[config.mk]
export PLATFORM = sky130hd
export DESIGN_NAME = inst_queue
export DESIGN_NICKNAME = d
export VERILOG_FILES = /design/src/rtl/inst_queue.sv
export SDC_FILE = /design/constraint.sdc
export NUM_CORES = 1
export LEC_CHECK = 0
export CAP_MARGIN = 20
export CORE_MARGIN = 2
export CORE_UTILIZATION = 34
export DETAILED_ROUTE_END_ITERATION = 7
export GPL_ROUTABILITY_DRIVEN = 0
export SLEW_MARGIN = 20
export SYNTH_ARGS = -nofsm -noshare
export SYNTH_HDL_FRONTEND = slang
export SYNTH_SLANG_ARGS = --single-unit
[constraint.sdc]
create_clock -name clk -period 8.9 [get_ports clk]
set_input_delay 2.225 -clock clk [delete_from_list [all_inputs] [get_ports clk]]
set_output_delay 2.225 -clock clk [all_outputs]
set_load 0.01 [all_outputs]
[src/rtl/inst_queue.sv]
// Instruction queue between fetch and decode: issues the fetch PC stream under a
// credit check, buffers returned instructions with their PCs, and flushes on redirect.
`ifndef LEN_MEM_ADDR
`define LEN_MEM_ADDR 32
`endif
`ifndef LEN_INST
`define LEN_INST 32
`endif

module inst_queue #(
    parameter int DEPTH     = 4,
    parameter int LOG_DEPTH = 2
) (
    input  logic                     clk,
    input  logic                     rst,
    input  logic                     redirect,
    input  logic [`LEN_MEM_ADDR-1:0] redirect_pc,
    output logic                     f_order,
    output logic [`LEN_MEM_ADDR-1:0] f_pc,
    input  logic                     f_accepted,
    input  logic                     f_done,
    input  logic [`LEN_INST-1:0]     f_inst,
    output logic                     d_valid,
    output logic [`LEN_INST-1:0]     d_inst,
    output logic [`LEN_MEM_ADDR-1:0] d_pc,
    input  logic                     d_ready
);
    localparam int AW = `LEN_MEM_ADDR;
    localparam int IW = `LEN_INST;
    localparam int CW = LOG_DEPTH + 1;

    logic [AW-1:0]        fetch_pc_q, fetch_pc_d;
    logic [AW-1:0]        tail_pc_q, tail_pc_d;
    logic [LOG_DEPTH-1:0] head_q, head_d;
    logic [LOG_DEPTH-1:0] tail_q, tail_d;
    logic [CW-1:0]        count_q, count_d;
    logic [CW-1:0]        inflight_q, inflight_d;
    logic [CW-1:0]        stale_q, stale_d;
    logic [AW-1:0]        pc_mem_q   [DEPTH];
    logic [IW-1:0]        inst_mem_q [DEPTH];

    logic [CW:0] credits_used;
    logic        accept;
    logic        push;
    logic        pop;

    // Queued plus in-flight entries are the credits; this guarantees a slot for every return.
    assign credits_used = {1'b0, count_q} + {1'b0, inflight_q};
    assign f_order      = ~rst & ~redirect & (credits_used < (CW+1)'(DEPTH));
    assign f_pc         = rst ? '0 : fetch_pc_q;
    assign d_valid      = ~rst & (count_q != '0);
    assign d_inst       = inst_mem_q[head_q];
    assign d_pc         = pc_mem_q[head_q];

    assign accept = f_order & f_accepted;
    assign pop    = d_valid & d_ready & ~redirect;
    assign push   = ~rst & ~redirect & f_done & (stale_q == '0);

    always_comb begin
        fetch_pc_d = fetch_pc_q;
        tail_pc_d  = tail_pc_q;
        head_d     = head_q;
        tail_d     = tail_q;
        count_d    = count_q;
        stale_d    = stale_q;
        inflight_d = inflight_q + CW'(accept) - CW'(f_done);

        if (redirect) begin
            // Everything still in flight belongs to the old path and must be discarded.
            fetch_pc_d = redirect_pc;
            tail_pc_d  = redirect_pc;
            head_d     = '0;
            tail_d     = '0;
            count_d    = '0;
            stale_d    = inflight_q - CW'(f_done);
        end else begin
            if (accept) begin
                fetch_pc_d = fetch_pc_q + AW'(4);
            end
            if (f_done && (stale_q != '0)) begin
                stale_d = stale_q - CW'(1);
            end
            if (push) begin
                tail_d    = tail_q + LOG_DEPTH'(1);
                tail_pc_d = tail_pc_q + AW'(4);
            end
            if (pop) begin
                head_d = head_q + LOG_DEPTH'(1);
            end
            count_d = count_q + CW'(push) - CW'(pop);
        end
    end

    always_ff @(posedge clk) begin
        if (rst) begin
            fetch_pc_q <= '0;
            tail_pc_q  <= '0;
            head_q     <= '0;
            tail_q     <= '0;
            count_q    <= '0;
            inflight_q <= '0;
            stale_q    <= '0;
        end else begin
            fetch_pc_q <= fetch_pc_d;
            tail_pc_q  <= tail_pc_d;
            head_q     <= head_d;
            tail_q     <= tail_d;
            count_q    <= count_d;
            inflight_q <= inflight_d;
            stale_q    <= stale_d;
        end
    end

    always_ff @(posedge clk) begin
        if (push) begin
            pc_mem_q[tail_q]   <= tail_pc_q;
            inst_mem_q[tail_q] <= f_inst;
        end
    end

    always_ff @(posedge clk) begin
        if (!rst && push && !pop) begin
            assert (count_q != CW'(DEPTH));
        end
    end

endmodule

==> impl_metrics.py, run 1 <==
metrics = {
    "logic_synthesis": {
        "async_reset_ff_share_pct": 0,
        "synth_top_area_share_pct": 55.6,
        "synth_area_leaders": "edfxtp_1 (56%), dfxtp_1 (11%), mux4_2 (10%)",
        "synth-seq-cells": 335,
        "synth_edf_count": 256,
        "syn_nets": 986,
        "syn_inst": 898,
        "yosys_warnings": 0,
        "ys_seq_area_share_pct": 67.1,
        "yosysTopAreaCell": "edfxtp_1",
        "ys.flop_type": "edfxtp_1",
        "syn_area_sq_um": 13800,
        "syn_area_per_cell_sq_um": 15.4,
        "synthDistinctLibCells": 62,
    },
    "power": {
        "powerDensity_nw_per_um2": 204,
        "p_leak_nw": 5.58,
        "ir_drop_mv": 0.122,
    },
    "final_layout": {
        "multiInputGateArea_sq_um": 4210,
        "regArea_sq_um": 9270,
        "final_util_pct": 43.2,
        "layout-drive-gt1-share_pct": 13.8,
        "diodes": 0,
        "n_fill_cell": 3604,
        "finalNetCount": 1157,
        "areaGrowthSynthToFinish_pct": 24.9,
    },
    "setup_path": {
        "reg2reg_to": "inflight_q[2]$_SDFF_PP0_",
        "startpoint": "rst",
        "reg2reg_from": "inflight_q[2]$_SDFF_PP0_",
        "worstPathRequired_ns": 6.68,
        "end_kind": "output port",
        "path_class": "in -> out",
        "r2r_slack_ns": 5.50,
        "path_max_fanout": 37,
        "crit_end": "f_order",
        "r2r_cells": 12,
        "start_kind": "input pin",
        "arrival_ns": 3.93,
    },
    "floorplan": {
        "initial_core_util_pct": 34.6,
        "die-area_sq_um": 42300,
        "die_x_microns": 206,
        "io_pins": 168,
        "row_count": 73,
        "die_h_microns": 206,
        "core_sq_um": 39900,
    },
    "cts": {
        "postCtsSetupBuffers": 0,
        "cts_root_buf": "clkbuf_16",
        "insertion_delay_ns": 0.51,
        "htree_levels": 2,
        "cts_made_buffers": 37,
        "cts_resized": 0,
        "path_clk_slew_ns": 0.06,
        "cts_tree": "yes",
        "hold_buffers": 0,
        "cts_buffer_depth": 3,
        "cts_sinks": 335,
    },
    "timing": {
        "fmax_mhz": 163,
        "rsz0062_at_grt": "no",
        "fin_worst_hold_slack_ns": 0.454,
        "setup_viol": 0,
        "hold_violations": 0,
        "relSlewSlack_pct": 31.2,
        "worst_slew_pin_slew_ns": 1.03,
        "drv_slew": 0,
        "fin_crit_sh_pct": 69.1,
        "fin_tns_setup_ns": 0,
        "final.setup_skew_ns": 0.0137,
        "finalCriticalPeriod_ns": 6.15,
    },
    "routing": {
        "vias_per_cell": 5.02,
        "first_pass_iters": 4,
        "wl_microns": 31600,
        "drtAntennaViolNets": 0,
        "drc": 0,
        "routed-via-count": 8134,
        "wl_per_cell_microns": 19.5,
        "drt_first_iter_violations": 456,
    },
    "grt": {
        "grt_pass1_vias": 8317,
        "overflow": 0,
        "antenna_found_initial": 1,
        "grt_pass1_wl_microns": 48300,
        "grt_max_degree": 65,
        "grt_util_all_layers_pct": 15.0,
    },
    "job": {
        "maxCapViolations": 0,
    },
    "placement": {
        "post-dp-hpwl_microns": 19900,
        "portBuffers": 167,
    },
    "status": {
        "outcome": "completed",
    },
    "min_path": {
        "hold_class": "reg -> reg",
    },
}
==> critical path, cell delays in order <==
cell,delay (ns)
buf_2,0.25
buf_4,0.32
nor2_2,0.34
and3_1,0.23
clkdlybuf4s50_1,0.54
==> metrics by stage <==
| stage | power [W] | area [sq um] | instances | worst slack, ns |
|---|---|---|---|---|
| floorplan | 0.00192 | 13800 | 898 | 3.62 |
| global placement | 0.00203 | 16000 | 1555 | 2.76 |
| detailed placement | 0.00204 | 16000 | 1555 | 2.74 |
| CTS | 0.00357 | 17200 | 1621 | 2.73 |
| global route | 0.00365 | 17200 | 1621 | 2.63 |
| finish | 0.00352 | 17200 | 1621 | 2.75 |
==> per-layer routing <==
metal	track usage [%]	part of all wire, %
met4	3.91	1.9
met3	2.79	5.1
met1	20.7	47
met5	0	0.041
met2	24.2	46
==> state kept, by name (all words and copies together), names as in the netlist, named ones only <==
| register | cells |
|---|---|
| pc_mem_q | 128 |
| fetch_pc_q | 32 |
| inst_mem_q | 128 |
| stale_q | 3 |
| count_q | 3 |
| tail_q | 2 |
| tail_pc_q | 32 |
| inflight_q | 3 |
| head_q | 2 |
==> layout by cell type, fill, tap and decap left out, types with 3 or more instances in the layout <==
cell type and instances:
clkbuf_1 7, and4_1 10, ha_1 16, bufinv_16 4
a21boi_0 25, edfxtp_1 256, a31oi_1 5, nor4_1 12
nand2_1 45, buf_4 10, clkdlybuf4s50_1 165, nand3b_1 5
nor2b_1 28, o21a_1 3, clkbuf_16 39, and3_1 9
or4_1 4, nand3_1 22, a211oi_1 13, xnor2_1 37
a21boi_1 4, nor3_1 16, o211ai_1 6, and2_1 6
clkinv_1 5, or3_1 3, mux4_2 64, dfxtp_1 77
xor2_1 14, a21oi_1 37, and3_2 4, inv_1 39
a32oi_1 3, clkinv_2 6, nor2_1 35, nand4_1 13
==> cell type report <==
type	instances	share of cell area, %
sequential	335	53.8
multi-input combinational	477	24.4
clock buffer	47	5.89
clock inverter	19	1.15
tap	525	3.81
timing repair buffer	177	10.1
inverter	41	0.892
==> synthesized netlist by cell type, types with 5 or more instances <==
master,count
edfxtp_1,256
dfxtp_1,79
mux4_2,64
nand2_1,45
inv_1,40
a21oi_1,37
xnor2_1,37
nor2_1,35
clkbuf_1,30
nor2b_1,28
a21boi_0,25
nand3_1,22
ha_1,16
nor3_1,16
xor2_1,14
a211oi_1,13
and3_1,13
nand4_1,13
nor4_1,12
buf_2,11
and4_1,10
and2_1,6
o211ai_1,6
a31oi_1,5
nand3b_1,5
==> cells by family (layout without fill, tap and decap cells) <==
| family | count (synthesis) | after routing | share of synthesized area [%] |
|---|---|---|---|
| and+or+nand+nor | 231 | 231 | 9.46 |
| DFF | 335 | 335 | 67.1 |
| muxes | 66 | 66 | 10.6 |
| xor gates and xnor gates | 51 | 51 | 3.23 |
| adders and majority gates | 18 | 18 | 1.74 |
| AOI/OAI and AO/OA | 111 | 111 | 5.43 |
| buffers and inverters | 86 | 284 | 2.45 |
==> report_power, final <==
group          switching, W  total, W  internal, W
clock network      0.000597   0.00152     0.000923
logic              0.000113  0.000230     0.000116
registers         0.0000469   0.00177      0.00173
==> worst min path at each step <==
stage,from,endpoint,slack [ns],cells after the start
finish,fetch_pc_q[0]$_SDFFE_PP0P_,fetch_pc_q[0]$_SDFFE_PP0P_,0.45,2
global route,fetch_pc_q[1]$_SDFFE_PP0P_,fetch_pc_q[1]$_SDFFE_PP0P_,0.49,2
CTS,fetch_pc_q[0]$_SDFFE_PP0P_,fetch_pc_q[0]$_SDFFE_PP0P_,0.45,2
detailed placement,fetch_pc_q[0]$_SDFFE_PP0P_,fetch_pc_q[0]$_SDFFE_PP0P_,0.45,2
global placement,fetch_pc_q[0]$_SDFFE_PP0P_,fetch_pc_q[0]$_SDFFE_PP0P_,0.45,2
floorplan,fetch_pc_q[0]$_SDFFE_PP0P_,fetch_pc_q[0]$_SDFFE_PP0P_,0.43,2
Power figures use the tool's default switching activity.
==> run 2, diff against run 1 <==
- clock period: 8.9 -> 5 ns (I/O delays scaled with it)
==> run 2 against run 1 <==
Against the previous run: design area rose by 0.42%; combinational power is 81% higher; critical path depth shrank 2; die area unchanged; sequential power up 79%; first-iteration DRC count down 21%; register-to-register slack worse by 3.3 ns; worst hold slack about the same; via count decreased by 0.66%; cell count grew 0.31%; critical path type is now reg -> out; largest power group unchanged.
==> impl_metrics.py, run 2 (synthesis results as in run 1) <==
metrics = {
    "routing": {
        "first_pass_iters": 5,
        "wl_met3_microns": 1890,
        "top_layer": "met4",
        "wl_met1_microns": 14600,
        "vias_per_cell": 4.97,
        "wl_per_cell_microns": 19.4,
        "drc": 0,
        "routed-via-count": 8080,
        "routed-wl-met2_microns": 14500,
        "drtAntennaViolNets": 0,
        "wl_microns": 31500,
        "drt_first_iter_violations": 359,
    },
    "setup_path": {
        "arrival_ns": 2.74,
        "crit_buf_inv": 2,
        "end_kind": "output port",
        "crit_family": "buffers and inverters",
        "r2r_cells": 13,
        "max_stage_delay_ns": 0.69,
        "path_max_fanout": 41,
        "path_cells": "buf_12, mux4_2, clkdlybuf4s50_1",
        "cp.depth": 3,
        "start_kind": "register",
        "path_class": "reg -> out",
        "slowest_stage": "dfxtp_4",
        "worstPathRequired_ns": 3.75,
    },
    "placement": {
        "post-dp-hpwl_microns": 19800,
        "placed_cell_area_sq_um": 16100,
        "dp_slack_ns": 1.17,
        "portBuffers": 167,
    },
    "power": {
        "ir_drop_mv": 0.226,
        "p_leak_nw": 5.61,
        "powerDensity_nw_per_um2": 359,
    },
    "timing": {
        "finalCriticalPeriod_ns": 3.99,
        "fin_crit_sh_pct": 79.9,
        "setup_slack_ns": 1.01,
        "fin_tns_setup_ns": 0,
        "fmax_mhz": 250,
        "final.setup_skew_ns": 0.0133,
        "worst_slew_pin_slew_ns": 0.662,
        "rsz0062_at_grt": "no",
        "drv_slew": 0,
        "relSlewSlack_pct": 55.8,
        "fin_worst_hold_slack_ns": 0.454,
        "setup_viol": 0,
        "hold_violations": 0,
    },
    "floorplan": {
        "die_h_microns": 206,
        "core_sq_um": 39900,
        "die-area_sq_um": 42300,
        "die_x_microns": 206,
        "row_count": 73,
        "io_pins": 168,
        "initial_core_util_pct": 34.6,
    },
    "grt": {
        "grt_util_all_layers_pct": 14.9,
        "grt_max_degree": 65,
        "grt_pass1_wl_microns": 48200,
        "grt_pass1_vias": 8184,
        "overflow": 0,
        "antenna_found_initial": 0,
    },
    "cts": {
        "cts_sinks": 335,
        "hold_buffers": 0,
        "cts_buffer_depth": 3,
        "cts_tree": "yes",
        "htree_levels": 2,
        "postCtsSetupBuffers": 0,
        "cts_made_buffers": 37,
        "insertion_delay_ns": 0.51,
        "cts_root_buf": "clkbuf_16",
        "cts_resized": 0,
        "path_clk_slew_ns": 0.06,
    },
    "final_layout": {
        "layout-drive-gt1-share_pct": 14.0,
        "final_common_cell": "edfxtp_1",
        "finalNetCount": 1161,
        "top_regs": "inst_mem_q (128), pc_mem_q (128)",
        "final_area_sq_um": 17300,
        "final_cell_mix": "edfxtp_1 (256), clkdlybuf4s50_1 (165), dfxtp_1 (77), mux4_2 (64), nand2_1 (45)",
        "diodes": 0,
        "areaGrowthSynthToFinish_pct": 25.4,
    },
    "min_path": {
        "hold_class": "reg -> reg",
        "hold-path-cell-count": 2,
    },
    "job": {
        "maxCapViolations": 0,
    },
    "status": {
        "outcome": "completed",
    },
}
run 2: changes by cell type in the layout (fill, tap and decap cells not counted):
cell / before / now
clkinvlp_4: 2 / 0
clkinv_4: 0 / 1
buf_4: 10 / 8
clkinvlp_2: 1 / 0
bufinv_16: 4 / 3
clkinv_2: 6 / 9
buf_12: 0 / 6
clkbuf_8: 1 / 0
clkbuf_1: 7 / 9
run 2: area by class of cell:
cell class / instances / area [sq um]
fillers: 3619 / 22600
clock buffers: 48 / 1010
repair buffers: 181 / 1840
flip-flops and latches: 335 / 9270
well taps: 525 / 657
inverters: 41 / 154
clock inverters: 19 / 171
multi-input cells: 477 / 4210
run 2: worst paths after layout:
| path | start | endpoint | slack (ns) |
|---|---|---|---|
| setup / recovery | register | d_pc[23] | 1.01 |
| hold / removal | fetch_pc_q[0]$_SDFFE_PP0P_ | fetch_pc_q[0]$_SDFFE_PP0P_ | 0.45 |
| setup reg to reg | inflight_q[2]$_SDFF_PP0_ | inflight_q[2]$_SDFF_PP0_ | 2.23 |
| hold reg to reg | fetch_pc_q[0]$_SDFFE_PP0P_ | fetch_pc_q[0]$_SDFFE_PP0P_ | 0.45 |
run 2: per-stage QoR:
| step | power [W] | cells | util (%) |
|---|---|---|---|
| 2_1_floorplan | 0.00341 | 898 | - |
| 3_3_place_gp | 0.00363 | 1559 | 40.4 |
| 3_5_place_dp | 0.00364 | 1559 | 40.4 |
| 4_1_cts | 0.00629 | 1626 | 43.4 |
| 6_report | 0.00621 | 1626 | 43.4 |
| 5_1_grt | 0.00645 | 1626 | 43.4 |
run 2: tightest hold or removal path, cell delays in order (launching register included):
cell and delay [ns]:
dfxtp_1 0.30, nand2_1 0.05, a21oi_1 0.05
run 2: report_power, final:
part           total, W  switching [W]  leakage, nW  internal (W)
Clock           0.00264        0.00106        0.585       0.00158
Sequential      0.00316      0.0000844         2.98       0.00307
Combinational  0.000417       0.000203         2.04      0.000214
run 2: per-layer routing:
| metal | up-vias | GRT usage [%] |
|---|---|---|
| met5 | - | 0 |
| met4 | 0 | 3.65 |
| met3 | 41 | 2.68 |
| met2 | 257 | 23.8 |
| met1 | 3981 | 21.0 |
| li1 | 3801 | - |
==> run 3, diff against run 2 <==
- clock period: 5 -> 3.69 ns (I/O delays scaled with it)
==> run 3 against run 2 <==
Against the previous run: clock skew up 0.0061 ns; combinational power is 37% higher; clock power rose by 46%; critical path depth stayed put; total power increased by 40%; largest power group unchanged; via count grew 1.0%; sequential share of layout area decreased by 0.91 points.
==> impl_metrics.py, run 3 (synthesis results as in run 1) <==
metrics = {
    "status": {
        "outcome": "completed",
    },
    "routing": {
        "routed-via-count": 8161,
        "vias_per_cell": 4.96,
        "drt_first_iter_violations": 464,
        "drtAntennaViolNets": 0,
        "wl_per_cell_microns": 19.1,
        "first_pass_iters": 4,
        "wl_microns": 31500,
        "drc": 0,
    },
    "timing": {
        "drv_slew": 0,
        "fin_tns_setup_ns": 0,
        "finalCriticalPeriod_ns": 3.49,
        "final.setup_skew_ns": 0.0194,
        "worst_slew_pin_slew_ns": 0.635,
        "rsz0062_at_grt": "no",
        "setup_viol": 0,
        "relSlewSlack_pct": 57.3,
        "fin_crit_sh_pct": 94.5,
        "fmax_mhz": 287,
        "hold_violations": 0,
    },
    "final_layout": {
        "regArea_sq_um": 9270,
        "multiInputGateArea_sq_um": 4210,
        "diodes": 0,
        "final_cell_mix": "edfxtp_1 (256), clkdlybuf4s50_1 (165), dfxtp_1 (77), mux4_2 (64), nand2_1 (45)",
        "final_common_cell": "edfxtp_1",
        "n_fill_cell": 3557,
        "layout-drive-gt1-share_pct": 15.3,
        "instances_no_fill": 1645,
        "top_regs": "inst_mem_q (128), pc_mem_q (128)",
        "areaGrowthSynthToFinish_pct": 27.6,
        "finalNetCount": 1179,
    },
    "grt": {
        "grt_pass1_wl_microns": 48700,
        "overflow": 0,
        "grt_max_degree": 51,
        "grt_pass1_vias": 8324,
        "antenna_found_initial": 0,
        "grt_util_all_layers_pct": 15.1,
    },
    "power": {
        "p_sw_share_pct": 21.4,
        "combPwrFrac_pct": 6.6,
        "powerDensity_nw_per_um2": 494,
        "pwr-share-clk_pct": 44.3,
        "p_leak_nw": 5.75,
        "power_frac_seq_pct": 49.2,
        "power.switching_w": 0.00186,
        "ir_drop_mv": 0.247,
        "internal_power_w": 0.00684,
    },
    "floorplan": {
        "die-area_sq_um": 42300,
        "core_sq_um": 39900,
        "io_pins": 168,
        "die_h_microns": 206,
        "die_x_microns": 206,
        "row_count": 73,
        "initial_core_util_pct": 34.6,
    },
    "setup_path": {
        "max_stage_delay_ns": 0.58,
        "end_kind": "output port",
        "path_cells": "buf_12, mux4_2, clkdlybuf4s50_1",
        "crit_buf_inv": 2,
        "slowest_stage": "clkdlybuf4s50_1",
        "worstPathRequired_ns": 2.77,
        "arrival_ns": 2.56,
        "path_max_fanout": 31,
        "start_kind": "register",
        "path_class": "reg -> out",
        "crit_family": "buffers and inverters",
    },
    "placement": {
        "post-dp-hpwl_microns": 21400,
        "dp_cells": 1576,
        "portBuffers": 167,
    },
    "cts": {
        "cts_buffer_depth": 3,
        "postCtsSetupBuffers": 0,
        "cts_root_buf": "clkbuf_16",
        "cts_sinks": 335,
        "path_clk_slew_ns": 0.06,
        "cts_resized": 0,
        "cts_tree": "yes",
        "insertion_delay_ns": 0.53,
        "cts_made_buffers": 38,
        "hold_buffers": 0,
        "htree_levels": 2,
    },
    "job": {
        "maxCapViolations": 0,
    },
    "min_path": {
        "hold_class": "reg -> reg",
    },
}
run 3: final timing paths:
kind,start,endpoint,slack [ns],depth (start not counted)
setup / recovery,register,d_pc[28],0.20,3
hold / removal,fetch_pc_q[0]$_SDFFE_PP0P_,fetch_pc_q[0]$_SDFFE_PP0P_,0.45,2
setup reg to reg,inflight_q[2]$_SDFF_PP0_,inflight_q[2]$_SDFF_PP0_,1.13,12
hold reg to reg,fetch_pc_q[0]$_SDFFE_PP0P_,fetch_pc_q[0]$_SDFFE_PP0P_,0.45,2
run 3: per-layer routing:
layer | part of all wire [%] | global-route usage [%]
met3 | 6.1 | 3.17
met2 | 46 | 24.2
met1 | 45 | 21.0
met4 | 2.2 | 4.16
met5 | 0 | 0
run 3: layout make-up:
class | instances | area share, %
Sequential cell | 335 | 52.6
Multi-Input combinational cell | 477 | 23.9
Timing Repair Buffer | 198 | 11.6
Clock buffer | 47 | 5.77
Tap cell | 525 | 3.73
Clock inverter | 22 | 1.49
Inverter | 41 | 0.873
run 3: power groups by stage:
stage | clock (W) | sequential (W) | combinational [W]
after floorplan | 0 | 0.00432 | 0.000307
after global placement | 0 | 0.00435 | 0.000570
after detailed placement | 0 | 0.00436 | 0.000576
after CTS | 0.00396 | 0.00428 | 0.000580
after global routing | 0.00409 | 0.00429 | 0.000635
final | 0.00385 | 0.00428 | 0.000571
run 3: worst register-to-register path, cell delays in order (launching register included):
cell,delay (ns)
dfxtp_1,0.40
ha_1,0.26
nor3_1,0.27
and3_1,0.25
inv_2,0.05
ha_1,0.26
inv_1,0.05
ha_1,0.13
inv_1,0.05
fa_1,0.37
xor2_1,0.18
xnor2_1,0.13
nor2_1,0.05
run 3: per-stage QoR:
| stage | total power, W | util (%) | area, sq um | setup WS (ns) | hold slack (ns) |
|---|---|---|---|---|---|
| floorplan | 0.00462 | - | 13800 | 0.162 | 0.432 |
| finish | 0.00870 | 44.1 | 17600 | 0.204 | 0.453 |
| global placement | 0.00492 | 40.9 | 16300 | 0.488 | 0.444 |
| CTS | 0.00882 | 44.1 | 17600 | 0.136 | 0.452 |
| detailed placement | 0.00493 | 40.9 | 16300 | 0.429 | 0.444 |
| global route | 0.00902 | 44.1 | 17600 | 0.0771 | 0.491 |
